--- src/rtl/fifo_uart_tx.sv ---
// Drains a sample FIFO and sends each sample over UART 8N1 as two bytes, high byte first.
// The read pulse, empty flag and read data are all treated as registered on the FIFO side.
module fifo_uart_tx #(
  parameter int DATA_WIDTH = 16,
  parameter int CLK_FREQ   = 27000000,
  parameter int BAUD_RATE  = 115200
) (
  input  logic                  clk,
  input  logic                  reset_n,
  input  logic                  enable,
  input  logic                  fifo_empty,
  input  logic [DATA_WIDTH-1:0] fifo_data,
  output logic                  fifo_rd_en,
  output logic                  tx,
  output logic                  busy,
  output logic [15:0]           samples_sent
);

  localparam int CLKS_PER_BIT = CLK_FREQ / BAUD_RATE;
  localparam int CNT_W        = $clog2(CLKS_PER_BIT);
  localparam logic [CNT_W-1:0] BIT_LAST = CNT_W'(CLKS_PER_BIT - 1);

  typedef enum logic [2:0] {IDLE, POP, LATCH, START, DATA, STOP} state_t;

  state_t           state;
  logic [CNT_W-1:0] bit_cnt;
  logic [2:0]       bit_idx;
  logic             hi_byte;
  logic [7:0]       shift_reg;
  logic [7:0]       lo_byte;
  logic [15:0]      sample_ext;

  assign sample_ext = 16'(fifo_data);

  // Control path: sequencing, bit timing and all registered outputs.
  always_ff @(posedge clk or negedge reset_n) begin
    if (!reset_n) begin
      state        <= IDLE;
      tx           <= 1'b1;
      fifo_rd_en   <= 1'b0;
      busy         <= 1'b0;
      samples_sent <= '0;
      bit_cnt      <= '0;
      bit_idx      <= '0;
      hi_byte      <= 1'b1;
    end else begin
      fifo_rd_en <= 1'b0;
      case (state)
        IDLE: begin
          tx <= 1'b1;
          if (enable && !fifo_empty) begin
            fifo_rd_en <= 1'b1;
            busy       <= 1'b1;
            state      <= POP;
          end
        end
        POP: state <= LATCH;
        LATCH: begin
          tx      <= 1'b0;
          bit_cnt <= BIT_LAST;
          hi_byte <= 1'b1;
          state   <= START;
        end
        START: begin
          if (bit_cnt == '0) begin
            tx      <= shift_reg[0];
            bit_cnt <= BIT_LAST;
            bit_idx <= '0;
            state   <= DATA;
          end else begin
            bit_cnt <= bit_cnt - 1'b1;
          end
        end
        DATA: begin
          if (bit_cnt == '0) begin
            bit_cnt <= BIT_LAST;
            if (bit_idx == 3'd7) begin
              tx    <= 1'b1;
              state <= STOP;
            end else begin
              tx      <= shift_reg[0];
              bit_idx <= bit_idx + 3'd1;
            end
          end else begin
            bit_cnt <= bit_cnt - 1'b1;
          end
        end
        STOP: begin
          if (bit_cnt == '0) begin
            bit_cnt <= BIT_LAST;
            if (hi_byte) begin
              // Low byte follows back-to-back with no idle gap.
              hi_byte <= 1'b0;
              tx      <= 1'b0;
              state   <= START;
            end else begin
              hi_byte      <= 1'b1;
              busy         <= 1'b0;
              samples_sent <= samples_sent + 16'd1;
              bit_cnt      <= '0;
              state        <= IDLE;
            end
          end else begin
            bit_cnt <= bit_cnt - 1'b1;
          end
        end
        default: state <= IDLE;
      endcase
    end
  end

  // Data path: byte shifter is pre-shifted so shift_reg[0] is always the next bit to send.
  always_ff @(posedge clk) begin
    if (state == LATCH) begin
      shift_reg <= sample_ext[15:8];
      lo_byte   <= sample_ext[7:0];
    end else if (bit_cnt == '0 && (state == START || state == DATA)) begin
      shift_reg <= shift_reg >> 1;
    end else if (bit_cnt == '0 && state == STOP && hi_byte) begin
      shift_reg <= lo_byte;
    end
  end

endmodule
--- config.mk ---
export PLATFORM = sky130hd
export DESIGN_NAME = fifo_uart_tx
export DESIGN_NICKNAME = d
export VERILOG_FILES = /design/src/rtl/fifo_uart_tx.sv
export SDC_FILE = /design/constraint.sdc
export NUM_CORES = 1
export LEC_CHECK = 0
export ABC_CLOCK_PERIOD_IN_PS = 2600
export CAP_MARGIN = 30
export CORE_AREA = 2 2 75 77
export CTS_CLUSTER_DIAMETER = 120
export CTS_CLUSTER_SIZE = 24
export DETAILED_ROUTE_END_ITERATION = 10
export DIE_AREA = 0 0 77 79
export GPL_ROUTABILITY_DRIVEN = 0
export GPL_TIMING_DRIVEN = 0
export PLACE_DENSITY_LB_ADDON = 0.2
export SKIP_CTS_REPAIR_TIMING = 1
export SLEW_MARGIN = 20
export SYNTH_ARGS = -nofsm -noshare
export SYNTH_HDL_FRONTEND = slang
export SYNTH_SLANG_ARGS = --single-unit
--- constraint.sdc ---
create_clock -name clk -period 2.6 [get_ports clk]
set_input_delay 0.65 -clock clk [delete_from_list [all_inputs] [get_ports clk]]
set_output_delay 0.65 -clock clk [all_outputs]
set_load 0.02 [all_outputs]
==> run summary <==
- **post-synthesis instance area** 0.002471 mm²
- **final setup vio count** 0
- **timing startpoint of the critical path** bit_cnt[0]$_DFFE_PN0P_
- **yosys warns** 0
- **clock root buffer** clkbuf_8
- **cell row count** 27
- **num ports** 39
- **Detail Placement HPWL** 3481 µm
- **clock tree from TritonCTS** done
- **slowest stage delay, CP** 450 ps
- **Cells after Synth** 222
- **depth of the most critical reg-to-reg path** 8
- **starting density of the core** 46.30%
- **number of instances in the placed design** 333
- **global router's overall resource usage** 16.92%
- **Largest register FFs** 16
- **number of antenna-violating nets in the routed design** 0
- **share of synthesized flip-flops with an asynchronous set or reset** 68.00%
- **die width** 77 µm
- **Fin Clk Skew** 5.040 ps
- **number of cells in the finished layout apart from fillers** 343
- **length of routed met2 wiring** 2318 µm
- **Worst R2R Start** bit_cnt[0]$_DFFE_PN0P_
- **dpl ws** -154.4 ps
- **Detailed Route WL** 4777 µm
- **total power divided by cell area** 760.3 mW/mm²
- **share of the yosys chip area belonging to registers** 53.97%
- **Setup CP Type** flip-flop to flip-flop
- **flop and latch count out of synthesis** 50
- **type of the worst min-delay path** input pin to asynchronous set/reset pin
- **number of enable flip-flop cells after synthesis** 16
- **Data required, critical path** 2630 ps
- **metal1 wirelength** 2195 µm
- **final period utilization** 92.26%
- **most common library cell in the layout ignoring fill and taps** clkdlybuf4s50_1
- **Crit Reg-Reg Endpoint** shift_reg[0]$_DFFE_PP_
- **Ant. Diodes** 0
- **average wire per cell in the routed design** 13.93 µm
- **buffers and inverters on the worst path** 3
- **mean number of vias per cell** 5.437
- **post-layout util** 58.74%
- **number of sinks driven by the clock tree** 50
- **number of nets produced by synthesis** 247
- **count of distinct cell types in the synthesized netlist** 50
- **initial antenna violation count** 0
- **Filler Cell Count** 490
- **Worst setup SP type** flip-flop
- **Data arrival, critical path** 2430 ps
- **share of cells above drive strength 1** 9.594%
- **crit-path max FO** 8
- **Most used DFF post-synth** dfrtp_1
- **number of DRC violations after detailed-routing iteration 0** 62
- **shortest period the worst path allows** 2399 ps
- **total congestion overflow after global routing** 0
- **first-pass GRT wire length** 8224 µm
- **via count of the first global-routing pass** 1743
- **critical-path cell list** inv_1 > ha_1 > or4b_1 > buf_6 > nor2_1 > nand2_1 > o31ai_4 > buf_12
- **commonest non-fill, non-tap cells in the layout** 37 x clkdlybuf4s50_1, 32 x dfrtp_1, 22 x o21ai_0
- **clock insertion delay at the later pin of the skew report** 300 ps
- **Clock Path Buffers** 2
- **largest net degree at the start of global routing** 19
- **kind of capture point of the worst setup path** flip-flop
- **# Max-Cap Violations** 0
- **met3 wire length** 194 µm
- **Max Clock Freq** 416.9 MHz
- **Vert. Die Dim** 79 µm
- **status** complete, no violations
- **Nets** 295
- **synth-to-layout area growth** 26.89%
- **count of input and output buffers** 38
- **Mean Syn Cell Area** 11.13 µm²
- **DRC Markers** 0
- **Final Hold Viols** 0
- **first-pass iteration count of the detailed router** 4
- **leakage** 1.261 nW
- **Clock H-tree levels** 2
- **top routing layer used** met4
- **maximum ir drop on the vdd rail** 0.4326 mV
- **die area** 0.006083 mm²
- **Clock transition at path regs** 90 ps
- **cell family with most CP delay** simple AND/OR/NAND/NOR gates
- **number of buffers created by CTS** 5
- **setup slack after layout** 201.3 ps
- **final-report max-slew violation count** 0
- **total number of vias** 1865
- **Core ar.** 0.005338 mm²
- **unrepaired setup endpoints after global routing** no
- **R2R setup slack** 200 ps
- **Largest Register** samples_sent
- **Max-Slew Margin vs Limit** 47.90%
- **Slowest cell on crit path** or4b_1
- **transition time of the tightest slew-check pin** 781.5 ps
## where the power goes
part / switching [mW] / internal, mW / leakage [nW]
logic: 0.399 / 0.289 / 0.612
clock network: 0.263 / 0.347 / 0.0665
registers: 0.0861 / 1.00 / 0.583
total: 0.748 / 1.64 / 1.26
## per-stage QoR
step / power (mW) / hold WS [ps] / TNS (ps) / instance area [µm²]
after CTS: 2.363 / 284.6 / -1343 / 3102
after global routing: 2.538 / 293.9 / 0 / 3136
after floorplan: 1.548 / 354.4 / 0 / 2476
final: 2.384 / 275.8 / 0 / 3136
after detailed placement: 1.754 / 466.2 / -1243 / 2969
after global placement: 1.738 / 460.6 / -1352 / 2947
## worst reg2reg max path: stages, from the launching register on
cell	delay, ps
dfrtp_1	420
inv_1	120
ha_1	180
or4b_1	450
buf_6	160
nor2_1	220
nand2_1	150
o31ai_4	250
buf_12	170
## worst max path at each step
stage | endpoint | cells after the start
4_1_cts | shift_reg[0]$_DFFE_PP_ | 7
6_report | shift_reg[0]$_DFFE_PP_ | 8
3_3_place_gp | shift_reg[7]$_DFFE_PP_ | 7
5_1_grt | shift_reg[6]$_DFFE_PP_ | 4
3_5_place_dp | shift_reg[7]$_DFFE_PP_ | 7
2_1_floorplan | shift_reg[0]$_DFFE_PP_ | 7
## cell families after synthesis
kind of cell / count (synthesis) / share of synthesized area, %
mux: 10 / 4.203
fa+ha+maj: 5 / 2.532
buf+inv: 12 / 2.329
simple gates: 83 / 19.34
flops: 50 / 53.97
compound gates: 45 / 11.60
xor+xnor: 17 / 6.026
## metal layers
layer / vias up / track usage (%)
li1: 913 / -
met1: 897 / 22.30
met2: 48 / 27.54
met3: 7 / 4.091
met4: 0 / 5.893
met5: - / 0
## cell usage after synthesis, types with 2 or more instances
library cell	n	share of area, %
nor4_1	3	0.76
nor3_1	7	1.4
a21boi_0	2	0.61
dfstp_2	2	2.1
inv_1	2	0.30
o21ai_0	22	4.5
mux2i_1	7	2.8
nor2b_1	2	0.51
o31ai_1	3	0.91
nand4_1	8	2.0
and3_1	5	1.3
clkbuf_1	6	0.91
edfxtp_1	16	19
xnor2_1	15	5.3
a22o_1	3	1.1
a21oi_1	4	0.81
xor2_1	2	0.71
nand2b_1	4	1.0
o41ai_1	2	0.71
mux2_2	3	1.4
nand3_1	9	1.8
ha_1	5	2.5
nor2_1	9	1.4
dfrtp_1	32	32
nor4b_1	2	0.71
o22ai_1	2	0.51
nor3b_1	2	0.61
nand2_1	21	3.2
## cell type report
cell class	instances	area [µm²]	share of cell area, %
sequential	50	1334	42.54
multi-input combinational	160	1094	34.88
timing repair buffer	41	427.9	13.65
clock buffer	6	93.84	2.993
tap	72	90.09	2.873
buffer	10	50.05	1.596
clock inverter	2	38.79	1.237
inverter	2	7.507	0.2394
No activity file was read; power rests on OpenSTA's default activity.
